$ cat config.mk
export PLATFORM = sky130hd
export DESIGN_NAME = lbm_stream
export DESIGN_NICKNAME = d
export VERILOG_FILES = /design/src/rtl/lbm_pkg.sv /design/src/rtl/lbm_stream_addr_gen.sv /design/src/rtl/lbm_stream.sv
export SDC_FILE = /design/constraint.sdc
export NUM_CORES = 1
export LEC_CHECK = 0
export ABC_CLOCK_PERIOD_IN_PS = 4000
export BUFFER_PORTS_ARGS = -buffer_cell sky130_fd_sc_hd__buf_2
export CAP_MARGIN = 20
export CORE_AREA = 2 2 238 240
export DETAILED_ROUTE_END_ITERATION = 16
export DIE_AREA = 0 0 240 242
export GPL_ROUTABILITY_DRIVEN = 0
export HOLD_SLACK_MARGIN = 0.05
export MAX_ROUTING_LAYER = met4
export PLACE_DENSITY = 0.46
export SYNTH_ARGS = -nofsm -noshare
export SYNTH_HDL_FRONTEND = slang
export SYNTH_SLANG_ARGS = --single-unit
$ cat constraint.sdc
create_clock -name clk_in -period 4 [get_ports clk_in]
set_input_delay 0.2 -clock clk_in [delete_from_list [all_inputs] [get_ports clk_in]]
set_output_delay 0.2 -clock clk_in [all_outputs]
set_load 0.02 [all_outputs]
$ cat src/rtl/lbm_pkg.sv
// Shared D2Q9 lattice constants and types for the LBM engine stages.
package lbm_pkg;

    localparam int Q = 9;

    typedef enum logic [3:0] {
        DIR_REST = 4'd0,
        DIR_E    = 4'd1,
        DIR_N    = 4'd2,
        DIR_W    = 4'd3,
        DIR_S    = 4'd4,
        DIR_NE   = 4'd5,
        DIR_NW   = 4'd6,
        DIR_SW   = 4'd7,
        DIR_SE   = 4'd8
    } dir_e;

    // Lattice velocities, indexed by direction; +y is north.
    localparam logic signed [1:0] CX [Q] = '{2'sb00, 2'sb01, 2'sb00, 2'sb11, 2'sb00,
                                             2'sb01, 2'sb11, 2'sb11, 2'sb01};
    localparam logic signed [1:0] CY [Q] = '{2'sb00, 2'sb00, 2'sb01, 2'sb00, 2'sb11,
                                             2'sb01, 2'sb01, 2'sb11, 2'sb11};
    localparam int OPP [Q] = '{0, 3, 4, 1, 2, 7, 8, 5, 6};

    typedef enum logic [1:0] {
        ST_IDLE  = 2'd0,
        ST_RUN   = 2'd1,
        ST_DRAIN = 2'd2,
        ST_DONE  = 2'd3
    } stream_state_e;

endpackage

$ cat src/rtl/lbm_stream_addr_gen.sv
// Scan counters and per-lane pull-source addresses with bounce-back flags.
module lbm_stream_addr_gen
    import lbm_pkg::*;
#(
    parameter int WIDTH  = 256,
    parameter int HEIGHT = 144,
    parameter int X_W    = $clog2(WIDTH),
    parameter int Y_W    = $clog2(HEIGHT),
    parameter int ADDR_W = X_W + Y_W
) (
    input  logic                  clk,
    input  logic                  rst_n,
    input  logic                  issue,
    output logic [Q*ADDR_W-1:0]   addr_a,
    output logic [ADDR_W-1:0]     addr_b,
    output logic [Q-1:0]          bounce,
    output logic                  cell_zero
);

    logic [X_W-1:0]      x_cnt;
    logic [Y_W-1:0]      y_cnt;
    logic [X_W-1:0]      src_x [Q];
    logic [Y_W-1:0]      src_y [Q];
    logic [Q-1:0]        bounce_nxt;
    logic [Q*ADDR_W-1:0] addr_a_nxt;

    assign cell_zero = (x_cnt == '0) && (y_cnt == '0);

    // x wraps for free in X_W bits; y leaving the grid selects bounce-back.
    always_comb begin
        bounce_nxt = '0;
        addr_a_nxt = '0;
        for (int i = 0; i < Q; i++) begin
            src_x[i] = x_cnt;
            src_y[i] = y_cnt;
            if (CX[i] == 2'sb01)
                src_x[i] = x_cnt - X_W'(1);
            else if (CX[i] == 2'sb11)
                src_x[i] = x_cnt + X_W'(1);
            if (CY[i] == 2'sb01) begin
                src_y[i]      = y_cnt - Y_W'(1);
                bounce_nxt[i] = (y_cnt == '0);
            end else if (CY[i] == 2'sb11) begin
                src_y[i]      = y_cnt + Y_W'(1);
                bounce_nxt[i] = (y_cnt == Y_W'(HEIGHT - 1));
            end
            addr_a_nxt[i*ADDR_W +: ADDR_W] = bounce_nxt[i] ? {y_cnt, x_cnt}
                                                           : {src_y[i], src_x[i]};
        end
    end

    always_ff @(posedge clk or negedge rst_n) begin
        if (!rst_n) begin
            x_cnt  <= '0;
            y_cnt  <= '0;
            addr_a <= '0;
            addr_b <= '0;
            bounce <= '0;
        end else if (issue) begin
            addr_a <= addr_a_nxt;
            addr_b <= {y_cnt, x_cnt};
            bounce <= bounce_nxt;
            x_cnt  <= x_cnt + X_W'(1);
            if (x_cnt == X_W'(WIDTH - 1))
                y_cnt <= (y_cnt == Y_W'(HEIGHT - 1)) ? '0 : y_cnt + Y_W'(1);
        end
    end

endmodule

$ cat src/rtl/lbm_stream.sv
// D2Q9 streaming stage: pull-based stream with periodic x and bounce-back walls.
module lbm_stream
    import lbm_pkg::*;
#(
    parameter  int WIDTH  = 256,
    parameter  int HEIGHT = 144,
    parameter  int DATA_W = 16,
    localparam int X_W    = $clog2(WIDTH),
    localparam int Y_W    = $clog2(HEIGHT),
    localparam int ADDR_W = X_W + Y_W
) (
    input  logic                clk_in,
    input  logic                rst_n_in,
    input  logic                start_in,
    output logic                busy_out,
    output logic                done_out,
    output logic [Q*ADDR_W-1:0] rd_addr_a_out,
    output logic [ADDR_W-1:0]   rd_addr_b_out,
    input  logic [Q*DATA_W-1:0] rd_data_a_in,
    input  logic [Q*DATA_W-1:0] rd_data_b_in,
    output logic                wr_en_out,
    output logic [ADDR_W-1:0]   wr_addr_out,
    output logic [Q*DATA_W-1:0] wr_data_out,
    output logic [1:0]          state_out
);

    stream_state_e       state, state_nxt;
    logic [1:0]          drain_cnt;
    logic                issue;
    logic                cell_zero;
    logic [Q-1:0]        bounce0, bounce1, bounce2;
    logic                vld0, vld1, vld2;
    logic [ADDR_W-1:0]   dest1, dest2;
    logic [Q*DATA_W-1:0] lane_data;

    lbm_stream_addr_gen #(
        .WIDTH  (WIDTH),
        .HEIGHT (HEIGHT),
        .X_W    (X_W),
        .Y_W    (Y_W),
        .ADDR_W (ADDR_W)
    ) u_addr_gen (
        .clk       (clk_in),
        .rst_n     (rst_n_in),
        .issue     (issue),
        .addr_a    (rd_addr_a_out),
        .addr_b    (rd_addr_b_out),
        .bounce    (bounce0),
        .cell_zero (cell_zero)
    );

    always_ff @(posedge clk_in or negedge rst_n_in) begin
        if (!rst_n_in) begin
            state     <= ST_IDLE;
            drain_cnt <= '0;
        end else begin
            state     <= state_nxt;
            drain_cnt <= (state == ST_DRAIN) ? drain_cnt + 2'd1 : 2'd0;
        end
    end

    // Cell 0 is issued on the accepting edge, so the counter returning to
    // zero while in RUN means every cell has been issued.
    always_comb begin
        state_nxt = state;
        issue     = 1'b0;
        unique case (state)
            ST_IDLE: begin
                if (start_in) begin
                    issue     = 1'b1;
                    state_nxt = ST_RUN;
                end
            end
            ST_RUN: begin
                if (cell_zero)
                    state_nxt = ST_DRAIN;
                else
                    issue = 1'b1;
            end
            ST_DRAIN: begin
                if (drain_cnt == 2'd2)
                    state_nxt = ST_DONE;
            end
            ST_DONE: state_nxt = ST_IDLE;
            default: state_nxt = ST_IDLE;
        endcase
    end

    assign busy_out  = (state == ST_RUN) || (state == ST_DRAIN);
    assign done_out  = (state == ST_DONE);
    assign state_out = state;

    // Flags and destination travel with the 2-cycle BRAM read latency.
    always_ff @(posedge clk_in or negedge rst_n_in) begin
        if (!rst_n_in) begin
            vld0    <= 1'b0;
            vld1    <= 1'b0;
            vld2    <= 1'b0;
            bounce1 <= '0;
            bounce2 <= '0;
            dest1   <= '0;
            dest2   <= '0;
        end else begin
            vld0    <= issue;
            vld1    <= vld0;
            vld2    <= vld1;
            bounce1 <= bounce0;
            bounce2 <= bounce1;
            dest1   <= rd_addr_b_out;
            dest2   <= dest1;
        end
    end

    always_comb begin
        lane_data = '0;
        for (int i = 0; i < Q; i++) begin
            lane_data[i*DATA_W +: DATA_W] = bounce2[i] ? rd_data_b_in[OPP[i]*DATA_W +: DATA_W]
                                                       : rd_data_a_in[i*DATA_W +: DATA_W];
        end
    end

    always_ff @(posedge clk_in or negedge rst_n_in) begin
        if (!rst_n_in) begin
            wr_en_out   <= 1'b0;
            wr_addr_out <= '0;
            wr_data_out <= '0;
        end else begin
            wr_en_out <= vld2;
            if (vld2) begin
                wr_addr_out <= dest2;
                wr_data_out <= lane_data;
            end
        end
    end

endmodule

==> results.cfg <==
[drt]
drcViolationCount = 0
initialDrtViolationCount = 445
detail_route.first_pass.iterations = 4
avgRoutedWirePerCell_um = 17.4
totalWireLength_mm = 44.9
ant_nets = 0
vias = 10800
via_per_inst = 4.19

[synthesis]
yosysSeqAreaShare_pct = 54.1
synthesis.area_um2 = 13500
netlist.area_leader.share_pct = 54.1
synth-seq-cells = 291
netlist_instances = 1112
yosys.area_share.xor_xnor_pct = 2.93
main_combinational_cell_family_by_area_after_synthesis = multiplexers
synthTopCellsByArea = dfrtp_1, mux2i_1, mux2_2
synth.yosys.warnings = 0
post_synthesis_area_per_instance_um2 = 12.1
mappedNetlistNets = 1415
synth_mux_area_share_pct = 19.9
synth-adder-area-share_pct = 1.12
synth_area_leader_cell = dfrtp_1
post_synth_num_cell_types = 48
post_synth_and_or_nand_nor_area_fraction_pct = 6.84
synth_compound_gate_area_share_pct = 6.70

[pwr]
p_comb_share_pct = 9.8
p_int_mw = 5.14
power.net_switching_mw = 1.62
pwr_density_cell_nw_per_um2 = 342
cellLeakagePower_nw = 8.78
pwr-share-clk_pct = 45.1
power.switching_fraction_pct = 23.9
power.sequential.fraction_pct = 45.1
power.ir.vdd_worst_mv = 0.225
p_total_mw = 6.76

[clocking]
cts-htree-levels = 2
clkTransAtPathRegs_ns = 0.06
cts_max_path_buffers = 3
cts_inserted_buffers = 36
cts_hold_repair.buffers = 230
clock_tree.root_cell = clkbuf_16
cts_post_setup_buffers_inserted = 0
cts_tree = done
worstSkewPairLatency_ns = 0.54
cts.sinks = 291
quantity_of_gates_resized_following_cts = 0

[global_route]
first_global_vias = 10900
grt_antenna_before_repair = 1
grt_pass1_wl_mm = 65.9
global_route.overflow_total = 0
largest_net_degree_at_the_start_of_global_routing = 98
grt_util_all_layers_pct = 15.3

[floorplan]
design.die.area_um2 = 58100
fp-row-count = 87
placeableCoreArea_um2 = 55700
die_y_um = 242
num_io_pins = 616
initial_core_utilization_pct = 24.2
die-width_um = 240

[layout]
final_nets = 2103
area_delta_synth_final_pct = 46.9
drive_above_1_share_pct = 42.8
layout_commonest_cell = buf_2
layout.cells.most_common_list = buf_2, dfrtp_1, dlygate4sd3_1, nor2_1, a21oi_1
num_antenna_cells = 0

[sta]
post-route-period-util_pct = 69.7
holdWs_ns = 0.0809
fin_skew_ns = 0.0258
worst_pin_slew_ns = 1.19
worst_rel_slew_slack_pct = 20.7
setup_tns_ns = 0
minimum_period_implied_by_the_final_worst_setup_slack_ns = 2.79
rsz0062_at_grt = false
achievable-frequency_mhz = 359
finalSetupViolations = 0
finalHoldViolCount = 0
slew_violations = 0

[critical_path]
worstPathCellList = buf_4 > inv_1 > ha_1 > nor3b_1 > nand4_4 > a21oi_4 > buf_12 > mux2_2
timing.critical_path.buf_inv = 3
critPathMaxStageDelay_ns = 0.42
worstPathMaxFanout = 63
worst_path_dominant_cell_family = simple AND/OR/NAND/NOR gates
cp_data_arrival_time_ns = 3.21
critical_path_slowest_stage_cell = nor3b_1
worst-endpoint-required_ns = 4.42
worstSetupPathType = reg2reg
critPathCaptureType = flop
crit_path_start_kind = flop

[run_status]
run_status = complete, no violations

[worst_hold_path]
hold_path_class = in2reg

[job]
maximum_capacitance_violations = 0

[placement]
detailed_place_hpwl_mm = 31.8
io_buffer_count = 567
==> registers in the layout, indices dropped and copies added (netlist names), 7 cells and up <==
name / count
dest2: 16
wr_data_out: 144
wr_addr_out: 16
u_addr_gen.addr_b: 15
u_addr_gen.addr_a: 55
dest1: 16
u_addr_gen.y_cnt: 8
u_addr_gen.x_cnt: 7
==> kinds of logic after synthesis <==
| logic type | Yosys count |
|---|---|
| AO/OA/AOI/OAI | 159 |
| multiplexers | 232 |
| buffers and inverters | 180 |
| XOR/XNOR | 45 |
| adder cells (fa/ha/maj) | 12 |
| AND/OR/NAND/NOR | 193 |
| flip-flops | 291 |
==> cells in the mapped netlist (all sizes together) <==
library cell / instances
dfrtp: 291
mux2: 132
buf: 113
nor2: 110
a21oi: 106
mux2i: 100
clkbuf: 53
xnor2: 33
nand2: 21
o21ai: 20
nand3: 19
inv: 13
o211ai: 13
ha: 12
xor2: 12
nor3: 11
a211oi: 6
nor2b: 5
nor4: 5
nor3b: 4
o2bb2ai: 4
and3: 3
nand4: 3
nand4b: 3
o311ai: 3
nand2b: 2
o21a: 2
o31ai: 2
or3b: 2
or4: 2
a211o: 1
a221oi: 1
a2bb2oi: 1
and2: 1
and4: 1
and4b: 1
clkinv: 1
==> layer usage <==
metal	share of wire (%)	wire, um	GRT usage [%]	vias to the layer above
met5	0	0	-	-
met4	2.8	1260	4.73	0
met3	6.4	2860	3.26	66
met2	50	22400	26.3	369
met1	41	18300	17.7	5242
li1	-	-	-	5134
==> power by group through the flow <==
stage / logic [mW] / clock network, mW / registers [mW]
3_3_place_gp: 0.492 / 0 / 3.10
5_1_grt: 0.713 / 3.31 / 3.06
2_1_floorplan: 0.0759 / 0 / 3.20
4_1_cts: 0.671 / 3.19 / 3.05
3_5_place_dp: 0.494 / 0 / 3.11
6_report: 0.663 / 3.05 / 3.05
==> worst reg2reg max path, stage by stage (launching register included) <==
cell and delay (ns):
dfrtp_1 0.35, buf_4 0.20, inv_1 0.08, ha_1 0.32, nor3b_1 0.42, nand4_4 0.23
a21oi_4 0.24, buf_12 0.36, mux2_2 0.48
==> final timing paths <==
check | from | endpoint | slack, ns | depth (start not counted)
min reg2reg | dest1[8] | dest2[8] | 0.34 | 0
max | u_addr_gen.x_cnt[0] | u_addr_gen.addr_a[23] | 1.21 | 8
min in group asynchronous | rst_n_in | u_addr_gen.addr_a[19] | 0.30 | 2
max in group asynchronous | rst_n_in | wr_data_out[84] | 2.69 | 3
max reg2reg | u_addr_gen.x_cnt[0] | u_addr_gen.addr_a[23] | 1.21 | 8
min | rd_data_a_in[135] | wr_data_out[135] | 0.08 | 3
==> stage by stage <==
stage	utilization [%]	instances	setup WS (ns)	area, um^2
2_1_floorplan	-	1112	1.48	13500
3_3_place_gp	29.4	2288	1.29	16400
3_5_place_dp	29.4	2288	1.23	16400
4_1_cts	35.5	2578	1.20	19800
5_1_grt	35.5	2578	1.06	19800
6_report	35.5	2578	1.21	19800
==> cell type report <==
class	count	area (um^2)
Sequential cell	291	7290
Fill cell	5572	36000
Clock buffer	51	1030
Timing Repair Buffer	816	5360
Tap cell	756	946
Multi-Input combinational cell	641	5040
Clock inverter	9	68.8
Inverter	14	52.6
Power figures use the tool's default switching activity.
